[src/rtl/unified_mem_arbiter.sv]
// unified_mem_arbiter
//   Shares one single-port unified instruction/data memory between the
//   instruction-fetch port and the load/store port of the multi-cycle core.
//   Each granted request is latched, a fixed MEM_LAT-cycle memory access is
//   sequenced, and the result is returned with a one-cycle ack pulse.
//
// Parameters:
//   ADDR_W  - byte-address width of all address ports
//   MEM_LAT - memory access cycles (>= 1)
//
// Ports:
//   clk, rst                  - clock (rising edge), async active-low reset
//   if_req/if_addr            - fetch request and byte address
//   if_rdata/if_ack           - fetched word, one-cycle completion pulse
//   d_req/d_we/d_funct3       - data request, store select, access size/sign
//   d_addr/d_wdata            - data byte address and store data
//   d_rdata/d_ack             - load data, one-cycle completion pulse
//   mem_en/mem_we/mem_funct3  - memory enable, write strobe, access size
//   mem_addr/mem_wdata        - memory byte address and write data
//   mem_rdata                 - memory read data, valid in last access cycle
//   busy                      - arbiter not idle
//
// Build option:
//   ARB_ROUND_ROBIN_EN - when defined, simultaneous requests alternate based
//                        on the previous grant; otherwise data always wins.
module unified_mem_arbiter #(
  parameter int unsigned ADDR_W  = 9,
  parameter int unsigned MEM_LAT = 1
) (
  input  logic              clk,
  input  logic              rst,
  input  logic              if_req,
  input  logic [ADDR_W-1:0] if_addr,
  output logic [31:0]       if_rdata,
  output logic              if_ack,
  input  logic              d_req,
  input  logic              d_we,
  input  logic [2:0]        d_funct3,
  input  logic [ADDR_W-1:0] d_addr,
  input  logic [31:0]       d_wdata,
  output logic [31:0]       d_rdata,
  output logic              d_ack,
  output logic              mem_en,
  output logic              mem_we,
  output logic [2:0]        mem_funct3,
  output logic [ADDR_W-1:0] mem_addr,
  output logic [31:0]       mem_wdata,
  input  logic [31:0]       mem_rdata,
  output logic              busy
);

  localparam int unsigned CNT_W        = (MEM_LAT < 1) ? 1 : $clog2(MEM_LAT + 1);
  localparam logic        OWN_FETCH    = 1'b0;
  localparam logic        OWN_DATA     = 1'b1;
  localparam logic [2:0]  FETCH_FUNCT3 = 3'b010;

  // A zero-latency memory cannot be sequenced by the down-counter.
  generate
    if (MEM_LAT < 1) begin : g_lat_check
      $error("unified_mem_arbiter: MEM_LAT must be >= 1");
    end
  endgenerate

  typedef enum logic [1:0] {IDLE, ACC, RESP} state_t;

  state_t              state_q, state_d;
  logic [CNT_W-1:0]    cnt_q, cnt_d;
  logic                owner_q, owner_d;
  logic [ADDR_W-1:0]   addr_q, addr_d;
  logic                we_q, we_d;
  logic [2:0]          funct3_q, funct3_d;
  logic [31:0]         wdata_q, wdata_d;
  logic [31:0]         if_rdata_q, if_rdata_d;
  logic [31:0]         d_rdata_q, d_rdata_d;
  logic                if_ack_q, if_ack_d;
  logic                d_ack_q, d_ack_d;
  logic                mem_en_q, mem_en_d;
  logic                mem_we_q, mem_we_d;
  logic                busy_q, busy_d;
  logic                grant_data_c;

`ifdef ARB_ROUND_ROBIN_EN
  logic last_owner_q, last_owner_d;

  // On conflict, grant whichever side did not win last time.
  always_comb begin
    grant_data_c = d_req && (!if_req || (last_owner_q == OWN_FETCH));
  end
`else
  // Data wins conflicts: it belongs to the older instruction.
  always_comb begin
    grant_data_c = d_req;
  end
`endif

  // State register and all registered outputs.
  always_ff @(posedge clk or negedge rst) begin
    if (!rst) begin
      state_q    <= IDLE;
      cnt_q      <= '0;
      owner_q    <= OWN_FETCH;
      addr_q     <= '0;
      we_q       <= 1'b0;
      funct3_q   <= '0;
      wdata_q    <= '0;
      if_rdata_q <= '0;
      d_rdata_q  <= '0;
      if_ack_q   <= 1'b0;
      d_ack_q    <= 1'b0;
      mem_en_q   <= 1'b0;
      mem_we_q   <= 1'b0;
      busy_q     <= 1'b0;
`ifdef ARB_ROUND_ROBIN_EN
      last_owner_q <= OWN_DATA;
`endif
    end else begin
      state_q    <= state_d;
      cnt_q      <= cnt_d;
      owner_q    <= owner_d;
      addr_q     <= addr_d;
      we_q       <= we_d;
      funct3_q   <= funct3_d;
      wdata_q    <= wdata_d;
      if_rdata_q <= if_rdata_d;
      d_rdata_q  <= d_rdata_d;
      if_ack_q   <= if_ack_d;
      d_ack_q    <= d_ack_d;
      mem_en_q   <= mem_en_d;
      mem_we_q   <= mem_we_d;
      busy_q     <= busy_d;
`ifdef ARB_ROUND_ROBIN_EN
      last_owner_q <= last_owner_d;
`endif
    end
  end

  // Next-state and next-output logic.
  always_comb begin
    state_d    = state_q;
    cnt_d      = cnt_q;
    owner_d    = owner_q;
    addr_d     = addr_q;
    we_d       = we_q;
    funct3_d   = funct3_q;
    wdata_d    = wdata_q;
    if_rdata_d = if_rdata_q;
    d_rdata_d  = d_rdata_q;
    if_ack_d   = 1'b0;
    d_ack_d    = 1'b0;
`ifdef ARB_ROUND_ROBIN_EN
    last_owner_d = last_owner_q;
`endif

    case (state_q)
      IDLE: begin
        if (if_req || d_req) begin
          state_d = ACC;
          cnt_d   = CNT_W'(MEM_LAT);
          if (grant_data_c) begin
            owner_d  = OWN_DATA;
            addr_d   = d_addr;
            we_d     = d_we;
            funct3_d = d_funct3;
            wdata_d  = d_wdata;
          end else begin
            owner_d  = OWN_FETCH;
            addr_d   = if_addr;
            we_d     = 1'b0;
            funct3_d = FETCH_FUNCT3;
            wdata_d  = '0;
          end
`ifdef ARB_ROUND_ROBIN_EN
          last_owner_d = grant_data_c ? OWN_DATA : OWN_FETCH;
`endif
        end
      end
      ACC: begin
        cnt_d = cnt_q - CNT_W'(1);
        if (cnt_q == CNT_W'(1)) begin
          state_d = RESP;
          if (owner_q == OWN_DATA) begin
            d_ack_d = 1'b1;
            if (!we_q) d_rdata_d = mem_rdata;
          end else begin
            if_ack_d   = 1'b1;
            if_rdata_d = mem_rdata;
          end
        end
      end
      RESP:    state_d = IDLE;
      default: state_d = IDLE;
    endcase

    // Strobes are registered from the next state so they align with ACC.
    mem_en_d = (state_d == ACC);
    mem_we_d = (state_d == ACC) && (owner_d == OWN_DATA) && we_d &&
               (cnt_d == CNT_W'(1));
    busy_d   = (state_d != IDLE);
  end

  assign if_rdata   = if_rdata_q;
  assign if_ack     = if_ack_q;
  assign d_rdata    = d_rdata_q;
  assign d_ack      = d_ack_q;
  assign mem_en     = mem_en_q;
  assign mem_we     = mem_we_q;
  assign mem_funct3 = funct3_q;
  assign mem_addr   = addr_q;
  assign mem_wdata  = wdata_q;
  assign busy       = busy_q;

endmodule

[config.mk]
export PLATFORM = sky130hd
export DESIGN_NAME = unified_mem_arbiter
export DESIGN_NICKNAME = d
export VERILOG_FILES = /design/src/rtl/unified_mem_arbiter.sv
export SDC_FILE = /design/constraint.sdc
export NUM_CORES = 1
export LEC_CHECK = 0
export ABC_AREA = 1
export BUFFER_PORTS_ARGS = -buffer_cell sky130_fd_sc_hd__buf_4
export CAP_MARGIN = 20
export CORE_ASPECT_RATIO = 1.4
export CORE_MARGIN = 5
export CORE_UTILIZATION = 47
export DETAILED_ROUTE_END_ITERATION = 7
export PLACE_DENSITY = 0.9
export SYNTH_ARGS = -nofsm -noshare
export SYNTH_HDL_FRONTEND = slang
export SYNTH_SLANG_ARGS = --single-unit
[constraint.sdc]
create_clock -name clk -period 1.4 [get_ports clk]
set_input_delay 0.14 -clock clk [delete_from_list [all_inputs] [get_ports clk]]
set_output_delay 0.14 -clock clk [all_outputs]
set_load 0.005 [all_outputs]
# Yosys cells after proc, flatten, opt, wreduce, memory -nomap -nowiden
# Index checks and enable logic that the tools add are counted.
# classes
addsub	1
eq_ne	2
mux	20
bitwise	2
reduce_logical	9
# ops
op	n
32-bit two-way mux	1
1-bit two-way mux	13
9-bit two-way mux	1
2-bit by 1-bit equality test with 1-bit output (second input constant)	2
2-bit two-way mux	2
2-bit case mux with 2 select lines	1
4-bit AND reduction	1
1-bit logical AND	3
3-bit two-way mux	1
3-bit AND reduction	1
2-bit zero test	1
1-bit inverter	2
1-bit case mux with 2 select lines	1
2-bit AND reduction	1
2-bit nonzero test	1
1-bit logical OR	1
1-bit subtractor (second input constant)	1
# word_totals
register_bits	118
input_bits	90

# Depth between registers and ports, before layout
# Gate-level depths: netlist (run 1).
# logic_depth
word_depth	7
depth_mapped	8
depth_no_buf	7

# Least setup slack after synthesis (run 1)
# OpenSTA, ideal clock, no wires.
# synth_path
path_type	register to register
start	register cnt_q
end	register d_rdata_q[21] (netlist: d_rdata[21])
setup_time_ns	0.126
arrival_ns	1.066
required_time_ns	1.274
slack_ns	0.208
path_stages_with_launch	5
period_less_slack_ns	1.192
cell_sequence	dfrtp_1 -> nand2_1 -> nor3_4 -> clkbuf_2 -> o21ai_0
# synth_via
elab_chain_len	1
# synth_rtl
element	line	text
from (decl)	67	logic [CNT_W-1:0] cnt_q, cnt_d;
from (signal assigned)	118	cnt_q <= cnt_d;
4-bit AND reduction (no line)	n/a	
to (signal assigned)	125	d_rdata_q <= d_rdata_d;
to (decl)	74	logic [31:0] d_rdata_q, d_rdata_d;
# Every way passes these cells.
# A chain may end at the register's enable or synchronous reset.

# Worst setup path after layout (run 1)
# layout_path
start	register state_q[1]
end	register d_rdata_q[27] (netlist: d_rdata[27])
# layout_via
elab_chain_len	2
# layout_rtl
element	line	text
from (decl)	66	state_t state_q, state_d;
from (signal assigned)	117	state_q <= state_d;
2-bit by 1-bit equality test with 1-bit output	154	case (state_q)
4-bit AND reduction (no line)	n/a	
# Every way passes these cells.

==> run_results.csv, run 1 <==
group,metric,value,unit
outcome,outcome,"finished clean",
floorplanning,design.portCount,203,
power_and_ir_drop,clkPwrFrac,0.283,
clocking,cts_made_buffers,17,
timing,slew_headroom,0.757,
yosys,synth.top_cells.by_count,"nand2_1, dfrtp_1, inv_1",
floorplanning,fp.dieW,93.5,um
yosys,synth_area_leader_cell,"dfrtp_1",
timing,whs,3.37,ps
detailed_routing,first_pass_iters,5,
final_layout,post-route-util,0.803,
detailed_routing,ant_nets,0,
global_routing,grt_pass1_wl,23600,um
yosys,yosysMostFrequentCell,"nand2_1",
clocking,path_clk_slew,50,ps
final_layout,regArea,0.00295,mm^2
yosys,yosys_warnings,0,
min_path,hold_depth,3,
clocking,htreeDepth,4,
final_layout,final_cell_area,0.00764,mm^2
final_layout,multi_input_area,0.00136,mm^2
timing,min_period,1320,ps
yosys,yosysUniqueCellTypes,17,
worst_setup_path,crit_fanout,64,
timing,hold_viol_final,0,
floorplanning,die_h,127,um
clocking,root_buffer,"clkbuf_16",
place,globalplace.congestion,0.813,
yosys,seq_area_frac_synth,0.643,
min_path,hold_path.startpoint,"d_funct3[1]",
worst_setup_path,worstReg2RegStart,"state_q[1]$_DFF_PN0_",
yosys,synthArstFlopShare,1.00,
global_routing,grt_overflow,0,
clocking,cts_setup_buffers,0,
detailed_routing,routed_wl,14800,um
timing,fin_worst_skew,8.09,ps
place,dp_hpwl,9060,um
global_routing,grt_max_degree,65,
yosys,netlist.area_leader.share,0.643,
floorplanning,fp.coreArea,0.00951,mm^2
global_routing,antenna_found_initial,1,
power_and_ir_drop,total_power,16.9,mW
worst_setup_path,startpoint_type,"flop",
yosys,synth.cell_area,0.00459,mm^2
min_path,hold_end,"mem_funct3[1]$_DFFE_PN0P_",
worst_setup_path,slowest_delay,390,ps
detailed_routing,routedWlPerCell,15.6,um
power_and_ir_drop,p_int,11.4,mW
floorplanning,die-area,0.0119,mm^2
yosys,synth.area.top_cells,"dfrtp_1, nand2_1, o21ai_0",
worst_setup_path,critPathCaptureType,"flop",
flow_run,cap_violations,0,
yosys,synth_top_flop_cell,"dfrtp_1",
timing,tightest_slew,361,ps
power_and_ir_drop,power_leakage,4.16,nW
clocking,clk_latency,410,ps
timing,finalSetupViolations,0,
timing,rsz0062_at_grt,"yes",
clocking,cts_tree,"yes",
global_routing,first_global_vias,4868,
clocking,cts.sinks,118,
worst_setup_path,r2r_end,"d_rdata[27]$_DFFE_PN0P_",
worst_setup_path,slowest_stage,"dfrtp_1",
floorplanning,start_util,0.483,
timing,drv_slew,0,
yosys,synth_cells,523,
worst_setup_path,r2r_cells,6,
worst_setup_path,reg2reg_slack,80,ps
detailed_routing,via_count,4593,
detailed_routing,drc,0,
final_layout,fill_cells,502,
yosys,synth.avg_cell_area,8.78,um^2
global_routing,grtUsageTotal,0.258,
clocking,cts_buffer_depth,2,
floorplanning,rows,42,
power_and_ir_drop,p_switching,5.57,mW
timing,fin_crit_sh,0.946,
place,port_buffers,202,
power_and_ir_drop,comb_power_share,0.361,
final_layout,layout-drive-gt1-share,0.309,
yosys,synth_seq_cells,118,
worst_setup_path,path_class,"reg2reg",
yosys,synth_nets,613,
yosys,synth_edf_count,0,
power_and_ir_drop,p_per_area,2210,mW/mm^2
worst_setup_path,crit_arrival,1630,ps
power_and_ir_drop,peakVddDrop,1.15,mV
worst_setup_path,cp_cell_sequence,"inv_1 -> nand2_2 -> nor3_4 -> buf_12 -> nand2_1 -> o21ai_0",
final_layout,fin_nets,890,
timing,clock.fmax,755,MHz
final_layout,syn_to_final_growth,66.5,%
detailed_routing,drt_iter0_markers,282,
power_and_ir_drop,seqPwrFrac,0.356,
power_and_ir_drop,sw_frac_of_total,0.329,
min_path,hp-class,"in2reg",
detailed_routing,avgViaCountPerCell,4.86,
worst_setup_path,critical_path_required,1710,ps
place,dpl_cell_area,0.00628,mm^2
[layout by cell type, fill, tap and decap left out]
cell type	count
nand2_1	295
nor2_1	5
buf_6	1
clkbuf_16	17
clkinv_2	2
bufinv_16	5
o21ai_1	3
nand3_1	1
o21ai_0	31
clkbuf_1	1
clkbuf_8	2
nand2_4	1
dfrtp_1	118
clkinvlp_4	4
nor3_4	1
clkinv_1	2
nor2_2	2
clkinv_4	2
inv_2	1
nand2_2	3
inv_1	38
buf_12	6
diode_2	1
buf_4	204
dlygate4sd3_1	68
[timing repair]
action                     in CTS  in global routing
setup endpoints to repair       0                 79
resized for setup               0                  8
hold buffers                   68                  0
hold endpoints to repair      217                  0
[area by class of cell]
class                           count  area share
Clock buffer                       20      0.0598
Timing Repair Buffer              279       0.307
Multi-Input combinational cell    342       0.178
Antenna cell                        1    0.000327
Inverter                           42      0.0211
Sequential cell                   118       0.386
Tap cell                          132      0.0216
Clock inverter                     12      0.0262
[metal layers]
layer	GRT usage	wire [um]	vias to the layer above
met1	0.282	5190	2165
met2	0.447	7740	259
met3	0.0877	1300	44
met5	0	0	-
met4	0.116	539	0
li1	-	-	2125
[state kept, by name, summed over array words and instances (netlist names)]
name and count:
d_rdata 32, if_rdata 32, mem_wdata 32, mem_addr 9, mem_funct3 3, state_q 2
busy 1, cnt_q 1, d_ack 1, if_ack 1, mem_en 1, mem_we 1
owner_q 1, we_q 1
[power by group through the flow]
stage / Combinational [mW] / Sequential, mW / Clock, mW
6_report: 6.11 / 6.03 / 4.79
5_1_grt: 6.76 / 6.20 / 5.03
4_1_cts: 5.97 / 5.96 / 4.84
3_5_place_dp: 5.78 / 5.96 / 0
3_3_place_gp: 5.46 / 5.92 / 0
2_1_floorplan: 2.33 / 5.97 / 0
[how the worst max path moves through the flow]
| stage | start | endpoint | cells past startpoint |
|---|---|---|---|
| after floorplan | cnt_q$_DFF_PN0_ | d_rdata[21]$_DFFE_PN0P_ | 4 |
| after global placement | state_q[1]$_DFF_PN0_ | if_rdata[26]$_DFFE_PN0P_ | 7 |
| after detailed placement | state_q[1]$_DFF_PN0_ | if_rdata[18]$_DFFE_PN0P_ | 7 |
| after CTS | state_q[1]$_DFF_PN0_ | if_rdata[29]$_DFFE_PN0P_ | 7 |
| after global routing | state_q[1]$_DFF_PN0_ | if_rdata[1]$_DFFE_PN0P_ | 8 |
| final | state_q[1]$_DFF_PN0_ | d_rdata[27]$_DFFE_PN0P_ | 6 |
[worst max-delay path: cells and delay by family, from the launching register on]
| kind | cells | cell delay (ps) |
|---|---|---|
| flops | 1 | 390 |
| simple gates | 3 | 360 |
| buf+inv | 2 | 310 |
| compound gates | 1 | 110 |
[stage by stage]
step / setup WS [ps] / instances / TNS (ps)
after floorplan: 208 / 523 / 0
after global placement: 110 / 845 / 0
after detailed placement: 12.4 / 845 / 0
after CTS: 3.52 / 945 / 0
after global routing: -34.4 / 946 / -179
final: 75.3 / 946 / 0
[cells by family after synthesis]
group / synth area share
compound gates: 0.0371
buf+inv: 0.0635
flops: 0.643
simple gates: 0.256
Power figures use the tool's default switching activity.
==> run 2: changes to the inputs <==
--- a/config.mk
+++ b/config.mk
@@ -12,7 +12,9 @@
 export CORE_MARGIN = 5
 export CORE_UTILIZATION = 47
 export DETAILED_ROUTE_END_ITERATION = 7
+export GPL_TIMING_DRIVEN = 1
 export PLACE_DENSITY = 0.9
 export SYNTH_ARGS = -nofsm -noshare
 export SYNTH_HDL_FRONTEND = slang
 export SYNTH_SLANG_ARGS = --single-unit
+export TNS_END_PERCENT = 50
==> constraint.sdc (replaced) <==
create_clock -name clk -period 1.6 [get_ports clk]
set_input_delay 0.16 -clock clk [delete_from_list [all_inputs] [get_ports clk]]
set_output_delay 0.16 -clock clk [all_outputs]
set_load 0.005 [all_outputs]
==> run 2 against run 1 <==
  * Critical path depth down 1
  * Clock skew grew 0.82 ps
  * Register-to-register slack improved by 140 ps
  * Sequential cell count unchanged
  * Design area shrank 0.56%
  * Sequential power down 12%
  * Die area did not move
  * First-iteration DRC count is 15% higher
  * Clock power decreased by 14%
  * Combinational power decreased by 12%
  * Routed wire length is 3.1% higher
  * Critical endpoint is now mem_addr[8]$_DFFE_PN0P_
  * Highest routed layer unchanged
==> run_results.csv, run 2 (synthesis gave the netlist of run 1 again) <==
group,metric,value,unit
outcome,outcome,"finished clean",
power_and_ir_drop,peakVddDrop,1.15,mV
floorplanning,fp.coreArea,0.00951,mm^2
timing,drv_slew,0,
min_path,hp-class,"in2reg",
worst_setup_path,cp_cell_sequence,"nor2_1 -> nand2_1 -> clkinv_1 -> nand2_1 -> nand2_1",
clocking,cts_setup_buffers,0,
worst_setup_path,crit_top_cell,"nand2_1",
power_and_ir_drop,p_switching,4.86,mW
detailed_routing,first_pass_iters,5,
global_routing,grt_pass1_wl,24500,um
power_and_ir_drop,p_int,9.90,mW
power_and_ir_drop,comb_power_share,0.363,
worst_setup_path,crit_family,"simple AND/OR/NAND/NOR gates",
worst_setup_path,critical_path_required,1890,ps
power_and_ir_drop,p_per_area,1940,mW/mm^2
clocking,path_clk_slew,50,ps
timing,slew_headroom,0.763,
global_routing,grtUsageTotal,0.268,
timing,worst_slack,213,ps
global_routing,grt_max_degree,65,
worst_setup_path,slowest_stage,"dfrtp_1",
worst_setup_path,crit_arrival,1670,ps
final_layout,diodes,0,
clocking,cts_made_buffers,17,
place,globalplace.congestion,0.906,
floorplanning,fp.dieW,93.5,um
final_layout,final_cell_mix,"nand2_1, buf_4, dfrtp_1",
timing,tightest_slew,354,ps
global_routing,first_global_vias,5087,
detailed_routing,ant_nets,0,
min_path,hold_depth,3,
floorplanning,die-area,0.0119,mm^2
timing,clock.fmax,721,MHz
clocking,htreeDepth,4,
global_routing,antenna_found_initial,0,
final_layout,final_cell_area,0.00760,mm^2
power_and_ir_drop,clkPwrFrac,0.279,
timing,setup_tns,0,ps
place,dpl_cell_area,0.00628,mm^2
global_routing,grt_overflow,0,
final_layout,layout-drive-gt1-share,0.300,
power_and_ir_drop,seqPwrFrac,0.358,
timing,rsz0062_at_grt,"no",
power_and_ir_drop,total_power,14.8,mW
worst_setup_path,startpoint_type,"flop",
flow_run,cap_violations,0,
worst_setup_path,crit_fanout,10,
global_routing,grt_use_met3,0.0770,
detailed_routing,routedWlPerCell,16.1,um
worst_setup_path,cp_num_buf_inv,1,
detailed_routing,via_count,4696,
power_and_ir_drop,power_leakage,4.15,nW
clocking,cts.sinks,118,
timing,fin_worst_skew,8.91,ps
clocking,clk_latency,400,ps
detailed_routing,avgViaCountPerCell,4.97,
floorplanning,start_util,0.483,
clocking,root_buffer,"clkbuf_16",
place,port_buffers,202,
worst_setup_path,critPathCaptureType,"flop",
power_and_ir_drop,sw_frac_of_total,0.329,
final_layout,final_common_cell,"nand2_1",
worst_setup_path,worst-path-stages,5,
timing,hold_viol_final,0,
worst_setup_path,path_class,"reg2reg",
global_routing,busiest_layer,"met2",
clocking,cts_tree,"yes",
detailed_routing,drt_iter0_markers,325,
worst_setup_path,r2r_cells,5,
detailed_routing,routed_wl,15200,um
global_routing,gr-usage-met2,0.465,
place,dp_hpwl,9210,um
timing,min_period,1390,ps
final_layout,fin_nets,890,
worst_setup_path,slowest_delay,360,ps
timing,fin_crit_sh,0.867,
place,place_ws,234,ps
final_layout,syn_to_final_growth,65.6,%
floorplanning,design.portCount,203,
clocking,cts_buffer_depth,2,
final_layout,fill_cells,511,
timing,finalSetupViolations,0,
global_routing,grtUsageMet1,0.288,
floorplanning,rows,42,
floorplanning,die_h,127,um
detailed_routing,drc,0,
==> run 2: cell types whose count changed in the layout (fill, tap and decap cells not counted), sizes merged <==
| cell | delta |
|---|---|
| clkinvlp | -4 |
| clkbuf | +2 |
| clkinv | +2 |
| diode | -1 |
==> run 2: path summary, 6_finish.rpt <==
check / start / to / slack, ps
hold / removal: d_we / we_q$_DFF_PN0_ / 70
hold reg to reg: mem_addr[3]$_DFFE_PN0P_ / mem_addr[3]$_DFFE_PN0P_ / 480
setup / recovery: state_q[0]$_DFF_PN0_ / mem_addr[8]$_DFFE_PN0P_ / 210
max in group asynchronous: rst / d_rdata[21]$_DFFE_PN0P_ / 820
min in group asynchronous: rst / mem_wdata[24]$_DFFE_PN0P_ / 190
setup reg to reg: state_q[0]$_DFF_PN0_ / mem_addr[8]$_DFFE_PN0P_ / 210
==> run 2: timing repair <==
item                                   CTS  global route
gates resized for setup                  0             0
endpoints found under the hold margin  183             0
hold buffers                            68             0
==> run 2: worst reg2reg max path, cell delays in order, from the launching register on <==
cell	delay (ps)
dfrtp_1	360
nor2_1	60
nand2_1	280
clkinv_1	340
nand2_1	160
nand2_1	70
==> run 2: stage by stage <==
stage,utilization,cells,hold slack (ps)
3_5_place_dp,0.660,845,65.1
6_report,0.799,945,65.3
3_3_place_gp,0.660,845,64.7
2_1_floorplan,-,523,-136
4_1_cts,0.799,945,44.7
5_1_grt,0.799,945,75.5
==> run 2: per-layer routing <==
layer,vias up,wire [um]
li1,2118,-
met1,2243,5360
met2,273,7940
met3,62,1230
met4,0,714
met5,-,0
==> run 2: area by class of cell <==
class                   instances  area (um^2)  area share
clock inverters                10          175      0.0230
repair buffers                279         2340       0.308
multi-input cells             342         1350       0.177
well taps                     132          165      0.0217
clock buffers                  22          464      0.0611
flip-flops and latches        118         2950       0.389
inverters                      42          158      0.0207
==> run 2: power groups by stage <==
| stage | sequential, mW | combinational [mW] | clock (mW) |
|---|---|---|---|
| final | 5.29 | 5.36 | 4.11 |
| after global routing | 5.45 | 5.95 | 4.30 |
| after CTS | 5.23 | 5.28 | 4.15 |
| after detailed placement | 5.23 | 5.10 | 0 |
| after global placement | 5.16 | 4.84 | 0 |
| after floorplan | 5.22 | 2.04 | 0 |
==> run 3: changes to the inputs <==
--- a/config.mk
+++ b/config.mk
@@ -13,6 +13,7 @@
 export CORE_UTILIZATION = 47
 export DETAILED_ROUTE_END_ITERATION = 7
 export GPL_TIMING_DRIVEN = 1
+export MAX_ROUTING_LAYER = met4
 export PLACE_DENSITY = 0.9
 export SYNTH_ARGS = -nofsm -noshare
 export SYNTH_HDL_FRONTEND = slang
==> run 3 against run 2 <==
  * Highest routed layer unchanged
  * Worst hold slack better by 1.9 ps
  * Setup slack worse by 23 ps
  * First-iteration DRC count is 4.6% higher
==> run_results.csv, run 3 (synthesis gave the netlist of run 1 again) <==
group,metric,value,unit
detailed_routing,first_pass_iters,5,
worst_setup_path,slowest_stage,"dfrtp_1",
worst_setup_path,path_class,"reg2reg",
timing,finalSetupViolations,0,
floorplanning,fp.coreArea,0.00951,mm^2
timing,drv_slew,0,
clocking,cts_made_buffers,17,
detailed_routing,drt_iter0_markers,340,
timing,tightest_slew,356,ps
clocking,root_buffer,"clkbuf_16",
power_and_ir_drop,power_leakage,4.15,nW
floorplanning,start_util,0.483,
worst_setup_path,crit_arrival,1690,ps
worst_setup_path,startpoint_type,"flop",
timing,worst_slack,190,ps
worst_setup_path,crit_fanout,10,
final_layout,final_common_cell,"nand2_1",
timing,rsz0062_at_grt,"no",
clocking,cts.sinks,118,
timing,fin_worst_skew,9.19,ps
final_layout,layout-drive-gt1-share,0.300,
place,port_buffers,202,
worst_setup_path,critical_path_required,1880,ps
floorplanning,design.portCount,203,
power_and_ir_drop,p_per_area,1940,mW/mm^2
clocking,cts_tree,"yes",
worst_setup_path,critPathCaptureType,"flop",
power_and_ir_drop,total_power,14.8,mW
place,globalplace.congestion,0.921,
detailed_routing,drc,0,
clocking,clk_latency,400,ps
detailed_routing,routed_wl,15200,um
floorplanning,fp.dieW,93.5,um
global_routing,antenna_found_initial,0,
worst_setup_path,cp_cell_sequence,"nor2_1 -> nand2_1 -> clkinv_1 -> nand2_1 -> nand2_1",
place,dpl_cell_area,0.00628,mm^2
global_routing,first_global_vias,5091,
final_layout,final_cell_mix,"nand2_1, buf_4, dfrtp_1",
clocking,path_clk_slew,50,ps
clocking,htreeDepth,4,
floorplanning,die-area,0.0119,mm^2
global_routing,grt_pass1_wl,24500,um
detailed_routing,avgViaCountPerCell,4.96,
outcome,outcome,"finished clean",
timing,min_period,1410,ps
global_routing,grt_max_degree,65,
worst_setup_path,crit_top_cell,"nand2_1",
floorplanning,rows,42,
place,dp_hpwl,9210,um
timing,hold_viol_final,0,
timing,fin_crit_sh,0.881,
final_layout,syn_to_final_growth,65.6,%
final_layout,diodes,0,
timing,clock.fmax,709,MHz
floorplanning,die_h,127,um
timing,slew_headroom,0.762,
detailed_routing,via_count,4685,
final_layout,fin_nets,890,
power_and_ir_drop,peakVddDrop,1.14,mV
final_layout,final_cell_area,0.00760,mm^2
clocking,cts_resized,0,
global_routing,grt_overflow,0,
global_routing,grtUsageTotal,0.276,
timing,setup_tns,0,ps
flow_run,cap_violations,0,
clocking,cts_setup_buffers,0,
detailed_routing,routedWlPerCell,16.1,um
clocking,hold_buffers,68,
detailed_routing,ant_nets,0,
clocking,cts_buffer_depth,2,
place,place_ws,234,ps
final_layout,post-route-util,0.799,
worst_setup_path,slowest_delay,360,ps
min_path,hp-class,"in2reg",
-- run 3: cell type report --
type | count | area (um^2)
Multi-Input combinational cell | 342 | 1350
Sequential cell | 118 | 2950
Inverter | 42 | 158
Fill cell | 511 | 1910
Tap cell | 132 | 165
Clock buffer | 22 | 464
Clock inverter | 10 | 175
Timing Repair Buffer | 279 | 2340
-- run 3: critical path, delay by kind of cell, from the launching register on --
kind,cells,cell delay [ps]
buffers and inverters,1,340
DFF,1,360
and+or+nand+nor,4,590
-- run 3: per-stage QoR --
step	cells	hold WS (ps)
2_1_floorplan	523	-136
3_3_place_gp	845	64.7
3_5_place_dp	845	65.1
4_1_cts	945	44.7
5_1_grt	945	75.6
6_report	945	67.2
-- run 3: power breakdown --
part / switching (mW) / leakage [nW] / internal [mW]
Sequential: 0.902 / 1.47 / 4.39
Combinational: 2.68 / 2.37 / 2.68
Clock: 1.27 / 0.318 / 2.83
-- run 3: final timing paths --
kind / start / endpoint / slack [ps] / depth (start not counted)
setup reg to reg: state_q[0]$_DFF_PN0_ / mem_addr[8]$_DFFE_PN0P_ / 190 / 5
hold reg to reg: mem_addr[3]$_DFFE_PN0P_ / mem_addr[3]$_DFFE_PN0P_ / 480 / 2
hold / removal: if_addr[2] / mem_addr[2]$_DFFE_PN0P_ / 70 / 5
setup / recovery: state_q[0]$_DFF_PN0_ / mem_addr[8]$_DFFE_PN0P_ / 190 / 5
max in group asynchronous: rst / if_rdata[21]$_DFFE_PN0P_ / 820 / 3
min in group asynchronous: rst / mem_wdata[24]$_DFFE_PN0P_ / 190 / 2
-- run 3: layer usage --
layer,share of wire,global-route usage
met5,0,-
met4,0.046,0.148
met3,0.077,0.0652
met2,0.53,0.467
met1,0.35,0.295
